File: src/rtl/matrix_pkg.sv
// Shared definitions for the 3x3 matrix loader and rotation stage.
// Element k of a packed matrix word lives at [MAT_W-1-k*ELEM_W -: ELEM_W].
package matrix_pkg;
  localparam int N      = 3;
  localparam int ELEM_W = 4;
  localparam int NELEM  = N * N;
  localparam int MAT_W  = NELEM * ELEM_W;
  localparam int K_W    = $clog2(NELEM);

  typedef enum logic {FILL, HOLD} state_t;

  // MSB position of element slot k in the packed matrix word
  function automatic int slot_msb(input logic [K_W-1:0] k);
    return MAT_W - 1 - int'(k) * ELEM_W;
  endfunction
endpackage

File: src/rtl/matrix_loader.sv
// Serial-to-parallel loader: nine row-major elements in, one packed 3x3 matrix
// plus rot/dir command out, held until the downstream consumer acknowledges it.
module matrix_loader
  import matrix_pkg::*;
#(
  parameter int CNT_W = 8
) (
  input  logic                clk,
  input  logic                rst_n,
  input  logic                in_valid,
  output logic                in_ready,
  input  logic [ELEM_W-1:0]   in_data,
  input  logic                in_last,
  input  logic [1:0]          in_rot,
  input  logic                in_dir,
  output logic                out_valid,
  input  logic                out_ready,
  output logic [MAT_W-1:0]    out_mat,
  output logic [1:0]          out_rot,
  output logic                out_dir,
  output logic                frame_err,
  output logic [CNT_W-1:0]    frame_cnt
);

  state_t             state_q, state_d;
  logic [K_W-1:0]     k_q, k_d;
  logic [MAT_W-1:0]   shadow_q, shadow_nxt;
  logic [1:0]         rot_sh_q;
  logic               dir_sh_q;
  logic               acc, at_end, good, bad, hs;

  // ready is forced low while reset is asserted, not just after it
  assign in_ready = rst_n & (state_q == FILL);

  assign acc    = in_valid & in_ready;
  assign at_end = (k_q == K_W'(NELEM - 1));
  assign good   = acc & in_last & at_end;
  assign bad    = acc & (in_last ^ at_end);
  assign hs     = out_valid & out_ready;

  always_ff @(posedge clk or negedge rst_n) begin
    if (!rst_n) begin
      state_q <= FILL;
      k_q     <= '0;
    end else begin
      state_q <= state_d;
      k_q     <= k_d;
    end
  end

  always_comb begin
    state_d = state_q;
    k_d     = k_q;
    unique case (state_q)
      FILL: begin
        if (acc) k_d = (good | bad) ? '0 : k_q + 1'b1;
        if (good) state_d = HOLD;
      end
      HOLD: begin
        if (hs) state_d = FILL;
      end
      default: state_d = FILL;
    endcase
  end

  // Shadow including the element being accepted this cycle, so the final
  // element reaches out_mat with single-cycle latency.
  always_comb begin
    shadow_nxt = shadow_q;
    if (acc) shadow_nxt[slot_msb(k_q) -: ELEM_W] = in_data;
  end

  always_ff @(posedge clk or negedge rst_n) begin
    if (!rst_n) begin
      shadow_q <= '0;
      rot_sh_q <= '0;
      dir_sh_q <= 1'b0;
    end else if (acc) begin
      shadow_q <= shadow_nxt;
      if (k_q == '0) begin
        rot_sh_q <= in_rot;
        dir_sh_q <= in_dir;
      end
    end
  end

  // Output registers are only ever overwritten by a good frame, so the
  // rotation stage always sees a coherent matrix.
  always_ff @(posedge clk or negedge rst_n) begin
    if (!rst_n) begin
      out_valid <= 1'b0;
      out_mat   <= '0;
      out_rot   <= '0;
      out_dir   <= 1'b0;
      frame_err <= 1'b0;
      frame_cnt <= '0;
    end else begin
      frame_err <= bad;
      if (good) begin
        out_valid <= 1'b1;
        out_mat   <= shadow_nxt;
        out_rot   <= (k_q == '0) ? in_rot : rot_sh_q;
        out_dir   <= (k_q == '0) ? in_dir : dir_sh_q;
      end else if (hs) begin
        out_valid <= 1'b0;
        frame_cnt <= frame_cnt + 1'b1;
      end
    end
  end

endmodule

File: config.mk
export PLATFORM = sky130hd
export DESIGN_NAME = matrix_loader
export DESIGN_NICKNAME = d
export VERILOG_FILES = /design/src/rtl/matrix_pkg.sv /design/src/rtl/matrix_loader.sv
export SDC_FILE = /design/constraint.sdc
export NUM_CORES = 1
export LEC_CHECK = 0
export CAP_MARGIN = 10
export CORE_MARGIN = 2
export CORE_UTILIZATION = 32
export DETAILED_ROUTE_END_ITERATION = 7
export GPL_TIMING_DRIVEN = 0
export PLACE_DENSITY = 0.54
export SYNTH_ARGS = -nofsm -noshare
export SYNTH_HDL_FRONTEND = slang
export SYNTH_SLANG_ARGS = --single-unit
File: constraint.sdc
create_clock -name clk -period 2.8 [get_ports clk]
set_input_delay 0.42 -clock clk [delete_from_list [all_inputs] [get_ports clk]]
set_output_delay 0.42 -clock clk [all_outputs]
set_load 0.05 [all_outputs]
== Yosys cells after proc, flatten, opt, wreduce, memory -nomap -nowiden ==
Cells that the tools add are included.
Word-level totals
  bits in registers: 93
  bits in latches: 0
  RAM bits: 0
  bits in read-only memories: 0
  bits of input ports: 12
  output and inout port bits: 50
  memories kept: 0
Cells by class
  $add $sub $neg: 4
  $mul: 0
  divide/modulo/power cells: 0
  order comparisons: 0
  equal/unequal tests: 1
  shifts and indexed selects: 2
  mux-type cells: 10
  bitwise gates (word level): 10
  reduce and logical (&&, ||, !) cells: 4
Operator list (number)
  $shift A4 B33 Y39 const A: 1
  $shiftx A4 B33 Y39: 1
  $bwmux W36: 1
  $mux W36: 1
  $neg A7 Y33: 1
  $add A8 B1 Y8 const B: 1
  $sub A6 B6 Y7 const A: 1
  $and A1 B1 Y1: 6
  $mux W1: 5
  $add A4 B1 Y4 const B: 1
  $eq A4 B4 Y1 const B: 1
  $logic_not A4 Y1: 1
  $mux W4: 1
  $reduce_and A2 Y1: 2
  $mux W2: 1
  $not A1 Y1: 2
  $pmux W1 S2: 1
  $reduce_bool A2 Y1: 1
  $or A1 B1 Y1: 1
  $xor A1 B1 Y1: 1

== Longest topological paths before layout ==
  depth in word-level cells: 7
  gate-level depth with buffers: 9
  depth with buffers taken out: 7

== Least setup slack after synthesis ==
OpenSTA, ideal clock, no wires.
  path kind: register to register
  start: reg k_q[0]
  end: reg shadow_q[20]
  setup time: 0.125 ns
  arrival time: 2.101 ns
  path slack: 0.574 ns
  cell stages (with the launch flop): 8
  buffers on the path: 0
  period minus slack after synthesis: 2.226 ns
  path through: dfrtp_1 -> inv_1 -> ha_1 -> nand2b_4 -> a21oi_4 -> nand2_2 -> a2111oi_4 -> mux2_2
Between the ends
  cells in the longest elaborated chain, start to end: 5
  elaborated cells between the ends (all ways): 6
Ends and longest elaborated chain
  start, declared: line matrix_loader.sv:26  | logic [K_W-1:0] k_q, k_d;
  start signal, assigned: line matrix_loader.sv:47  | k_q <= k_d;
  $sub A6 B6 Y7 *: line matrix_pkg.sv:14  | return MAT_W - 1 - int'(k) * ELEM_W;
  $neg A7 Y33 *: line matrix_loader.sv:70  | if (acc) shadow_nxt[slot_msb(k_q) -: ELEM_W] = in_data;
  $shiftx A4 B33 Y39 or $shift A4 B33 Y39 (tied branches): line matrix_loader.sv:70
  $bwmux W36 *: line matrix_loader.sv:70
  $mux W36 *: line matrix_loader.sv:70
  end signal, assigned: line matrix_loader.sv:79  | shadow_q <= shadow_nxt;
  end, declared: line matrix_loader.sv:27  | logic [MAT_W-1:0] shadow_q, shadow_nxt;
Every way passes the cells marked *; elsewhere a longest branch is shown, timed or not.
A chain may end at the register's enable or synchronous reset.

== Worst setup path after layout ==
  start: in rst_n
  end: out in_ready
Between the ends
  cells in the longest elaborated chain, start to end: 1
Ends and longest elaborated chain
  start, declared: line matrix_loader.sv:9  | input logic rst_n,
  $and A1 B1 Y1: line matrix_loader.sv:33  | assign in_ready = rst_n & (state_q == FILL);
  end, declared: line matrix_loader.sv:11  | output logic in_ready,
Every way passes these cells.

==> summary by stage <==
Timing
The routed design could run at a clock period as short as about 2.7 ns. In the finished design, the share of the clock period the worst path needs comes to 0.949. The clock arrives with approximately 0.005 ns of skew.

The final count of pins violating max slew is 0. The setup slack of the critical path after layout is roughly 0.14 ns. Headroom to the max-slew limit came out at 0.646. The actual slew at the worst max-slew pin is around 0.53 ns. The highest achievable clock rate is approximately 380 MHz.

Setup repair after global routing left no endpoint under its margin. The final hold violation count came to 0. The number of setup violations in the final report is 0.

Synth
After synthesis, the share of flip-flops with an asynchronous set or reset is 1.00. The synthesized flop and latch total is 93. Of the synthesized area, sequential elements account for 0.597.

The number of nets in the synthesized netlist is between 300 and 400. The synthesized netlist cell count is 321. For this run, the number of Yosys warnings is 0. The combined area of all synthesized cells is between 3000 and 4000 sq um. Yosys mapped a number of flops with a built-in enable equal to 0. The average cell area after synthesis is 12.1 sq um. The number of different library cells used by synthesis comes to 43. The most used flip-flop cell after synthesis is dfrtp_1.

Worst hold path
The end point of the worst hold path is out_mat[29]$_DFFE_PN0P_. The worst hold path passes through 2 cells. The worst hold-check path type is reg -> reg. The worst hold path begins at shadow_q[29]$_DFFE_PN0P_.

Die
The die covers between 10000 and 15000 sq um. The floorplan has 40 rows. For this configuration, the core starts out at a cell density of 0.326.

The die boundary width is between 100 and 150 um. The overall die height is about 110 um. 62 I/O pins were placed.

In this run the standard cell core region covers 12000 sq um.

Setup path
Broken down by cell family, the worst path's largest delay share belongs to buffers and inverters. Walking the worst path, the cells encountered are dlygate4sd3_1 -> buf_6 -> nor2b_1 -> clkdlybuf4s50_1. The arrival time at the worst endpoint is roughly 2.2 ns. The cell at the slowest stage of the critical path is clkdlybuf4s50_1.

The slack of the worst reg-to-reg path is about 0.28 ns. Counting both buffers and inverters, the worst setup path holds a total of 3. In this run the critical register-to-register path is captured at shadow_q[20]$_DFFE_PN0P_. STA puts the critical path data required time at approximately 2.4 ns.

The startpoint identified for the worst register-to-register timing path is k_q[0]$_DFFE_PN0P_. The largest single stage delay on the critical path is ~0.81 ns. The category of the worst setup path launch point is an input pin.

The kind of end point of the critical path is an output port. Of all nets on the critical path, the largest fanout is 27. For the worst flop-to-flop path, the logic depth is 7. The kind of critical path is in -> out.

Route
Detailed routing inserted a total of between 2000 and 3000 vias. The first TritonRoute pass finished after 4 iterations. The number of DRC markers in iteration 0 is between 100 and 150. The sum of routed wire length over all layers is 7880 um. In the final routed layout, each cell accounts on average for between 10 and 15 um. The number of nets with antenna violations after routing is 0.

In the routed layout, each cell is associated on average with a via count of approximately 4.7. The DRC violations left is 0.

GRT
The via count of the first global-routing pass is about 2600. The total global-route track usage is 0.133. Global routing finished with a remaining overflow of 0. The maximum number of pins on one net before global-route repair is a little over 70. The wire length of the first global-routing pass is 13200 um. The number of antenna violations at the first check in global routing was 0.

Layout
The area growth from synthesis to layout is 29.8%. In the layout the commonest cells are dfrtp_1, nand2_1, clkdlybuf4s50_1. In the final design database the tool counted 410 nets. The repair_antennas step left the layout with diodes totalling 0. The layout cell share with drive strength beyond 1 is 0.205.

The commonest non-fill, non-tap cell in the layout is dfrtp_1.

Placed design
Summed over all nets, the half-perimeter wirelength after detailed placement is around 5400 um. During placement, the flow inserted port buffers numbering roughly 60. Timing analysis after detailed placement gives a worst setup slack of about 0.14 ns. The global placer's final weighted congestion is around 0.74.

Pwr
The sequential cell fraction of total power is 0.356. The static power due to leakage is 2.31 nW. The portion of total power attributed to combinational logic is 0.422. VDD sags by at most approximately 550 uV. The cell internal power dissipation is between 3 and 4 mW. The proportion of total power due to net switching is 0.399. Dividing total power by cell area gives a power density of around 1200 nW/um^2. The completed layout was analyzed and its total power is approximately 5.9 mW. The power spent charging and discharging nets is approximately 2.4 mW. The clock share of power is 0.222.

Job
The number of maximum-capacitance violations is 0.

CTS
The number of buffers created by CTS is 9. The clock sink count is 93. The clock tree from TritonCTS is built.

The CTS clock-pin slew for the worst setup and hold paths is about 0.060 ns. The number of H-tree levels is 3. The cell sitting at the root of the clock tree is a clkbuf_16. The worst-skew pair later-pin latency is about 0.34 ns. The maximum buffer depth of the clock tree is 2.

Outcome
The flow ran to the end, and the final reports show no timing, DRC or antenna violations.
## how the worst max path moves through the flow
| stage | from | end | slack, ns | depth (start not counted) |
|---|---|---|---|---|
| 2_1_floorplan | k_q[0]$_DFFE_PN0P_ | shadow_q[20]$_DFFE_PN0P_ | 0.57 | 7 |
| 3_3_place_gp | rst_n | out_valid$_DFFE_PN0P_ | -3.42 | 7 |
| 3_5_place_dp | in_valid | out_valid$_DFFE_PN0P_ | 0.14 | 7 |
| 4_1_cts | rst_n | in_ready | 0.03 | 4 |
| 5_1_grt | rst_n | in_ready | 0.03 | 4 |
| 6_report | rst_n | in_ready | 0.14 | 4 |
## synthesized netlist by cell type (2+ instances only)
master / count / area, sq um
dfrtp_1: 93 / 2330
nand2_1: 85 / 319
mux2_2: 44 / 495
o21ai_0: 14 / 70.1
inv_1: 7 / 26.3
nand2b_1: 7 / 43.8
nor2_1: 7 / 26.3
xnor2_1: 6 / 52.6
clkbuf_1: 5 / 18.8
nand4_1: 5 / 31.3
a2111oi_4: 4 / 110
nand3_1: 4 / 20.0
buf_2: 3 / 15.0
ha_1: 3 / 37.5
mux2i_1: 3 / 30.0
nor3_1: 2 / 10.0
o21ai_1: 2 / 10.0
xor2_1: 2 / 17.5
## per-layer routing
layer	vias up	GRT usage	wire [um]
met4	0	0.0789	203
met3	13	0.0259	277
met2	50	0.198	3590
met1	1252	0.181	3800
met5	-	0	0
li1	1240	-	-
## metrics by stage
stage	cell area, sq um	utilization	TNS (ns)	hold slack, ns	std cells
after floorplan	3900	-	0	0.124	321
after global placement	4690	0.392	-494.02	0.449	529
after detailed placement	4720	0.395	0	0.369	530
after CTS	5060	0.423	0	0.470	547
after global routing	5060	0.423	0	0.492	547
final	5060	0.423	0	0.468	547
## state kept, by name (all words and copies together) (netlist names)
name,flops
dir_sh_q,1
frame_cnt,8
frame_err,1
k_q,4
out_dir,1
out_mat,36
out_rot,2
out_valid,1
rot_sh_q,2
shadow_q,36
state_q,1
## power groups by stage
stage / clock network, mW / logic, mW / registers, mW
final: 1.32 / 2.50 / 2.11
after global routing: 1.42 / 2.69 / 2.19
after CTS: 1.36 / 2.53 / 2.12
after detailed placement: 0 / 2.52 / 2.14
after global placement: 0 / 2.48 / 2.13
after floorplan: 0 / 0.991 / 2.90
## what timing repair did
item                                    CTS  global route
resized for setup                         0             3
hold buffers                              1             0
hold endpoints to repair                 14             0
buffers inserted                          0             0
endpoints found under the setup margin    0            11
## logic make-up (layout without fill, tap and decap cells)
kind of cell,after synthesis,after routing,share of synthesized area
DFF,93,93,0.597
adders and majority gates,3,3,0.00963
xor gates and xnor gates,8,8,0.0180
buffers and inverters,17,96,0.0202
muxes,47,47,0.135
AOI/OAI and AO/OA,30,30,0.0738
and+or+nand+nor,123,123,0.147
## layout make-up
cell class | instances | area (sq um)
fillers | 1169 | 6900
flip-flops and latches | 93 | 2330
multi-input cells | 211 | 1490
repair buffers | 63 | 649
clock buffers | 11 | 243
well taps | 147 | 184
clock inverters | 5 | 83.8
plain buffers | 10 | 53.8
inverters | 7 | 26.3
## worst min-delay path, cell delays in order (launching register included)
cell     delay [ns]
dfrtp_1        0.34
nand2_1        0.05
nand2_1        0.05
Note: power is estimated with default switching activity, not from simulation.
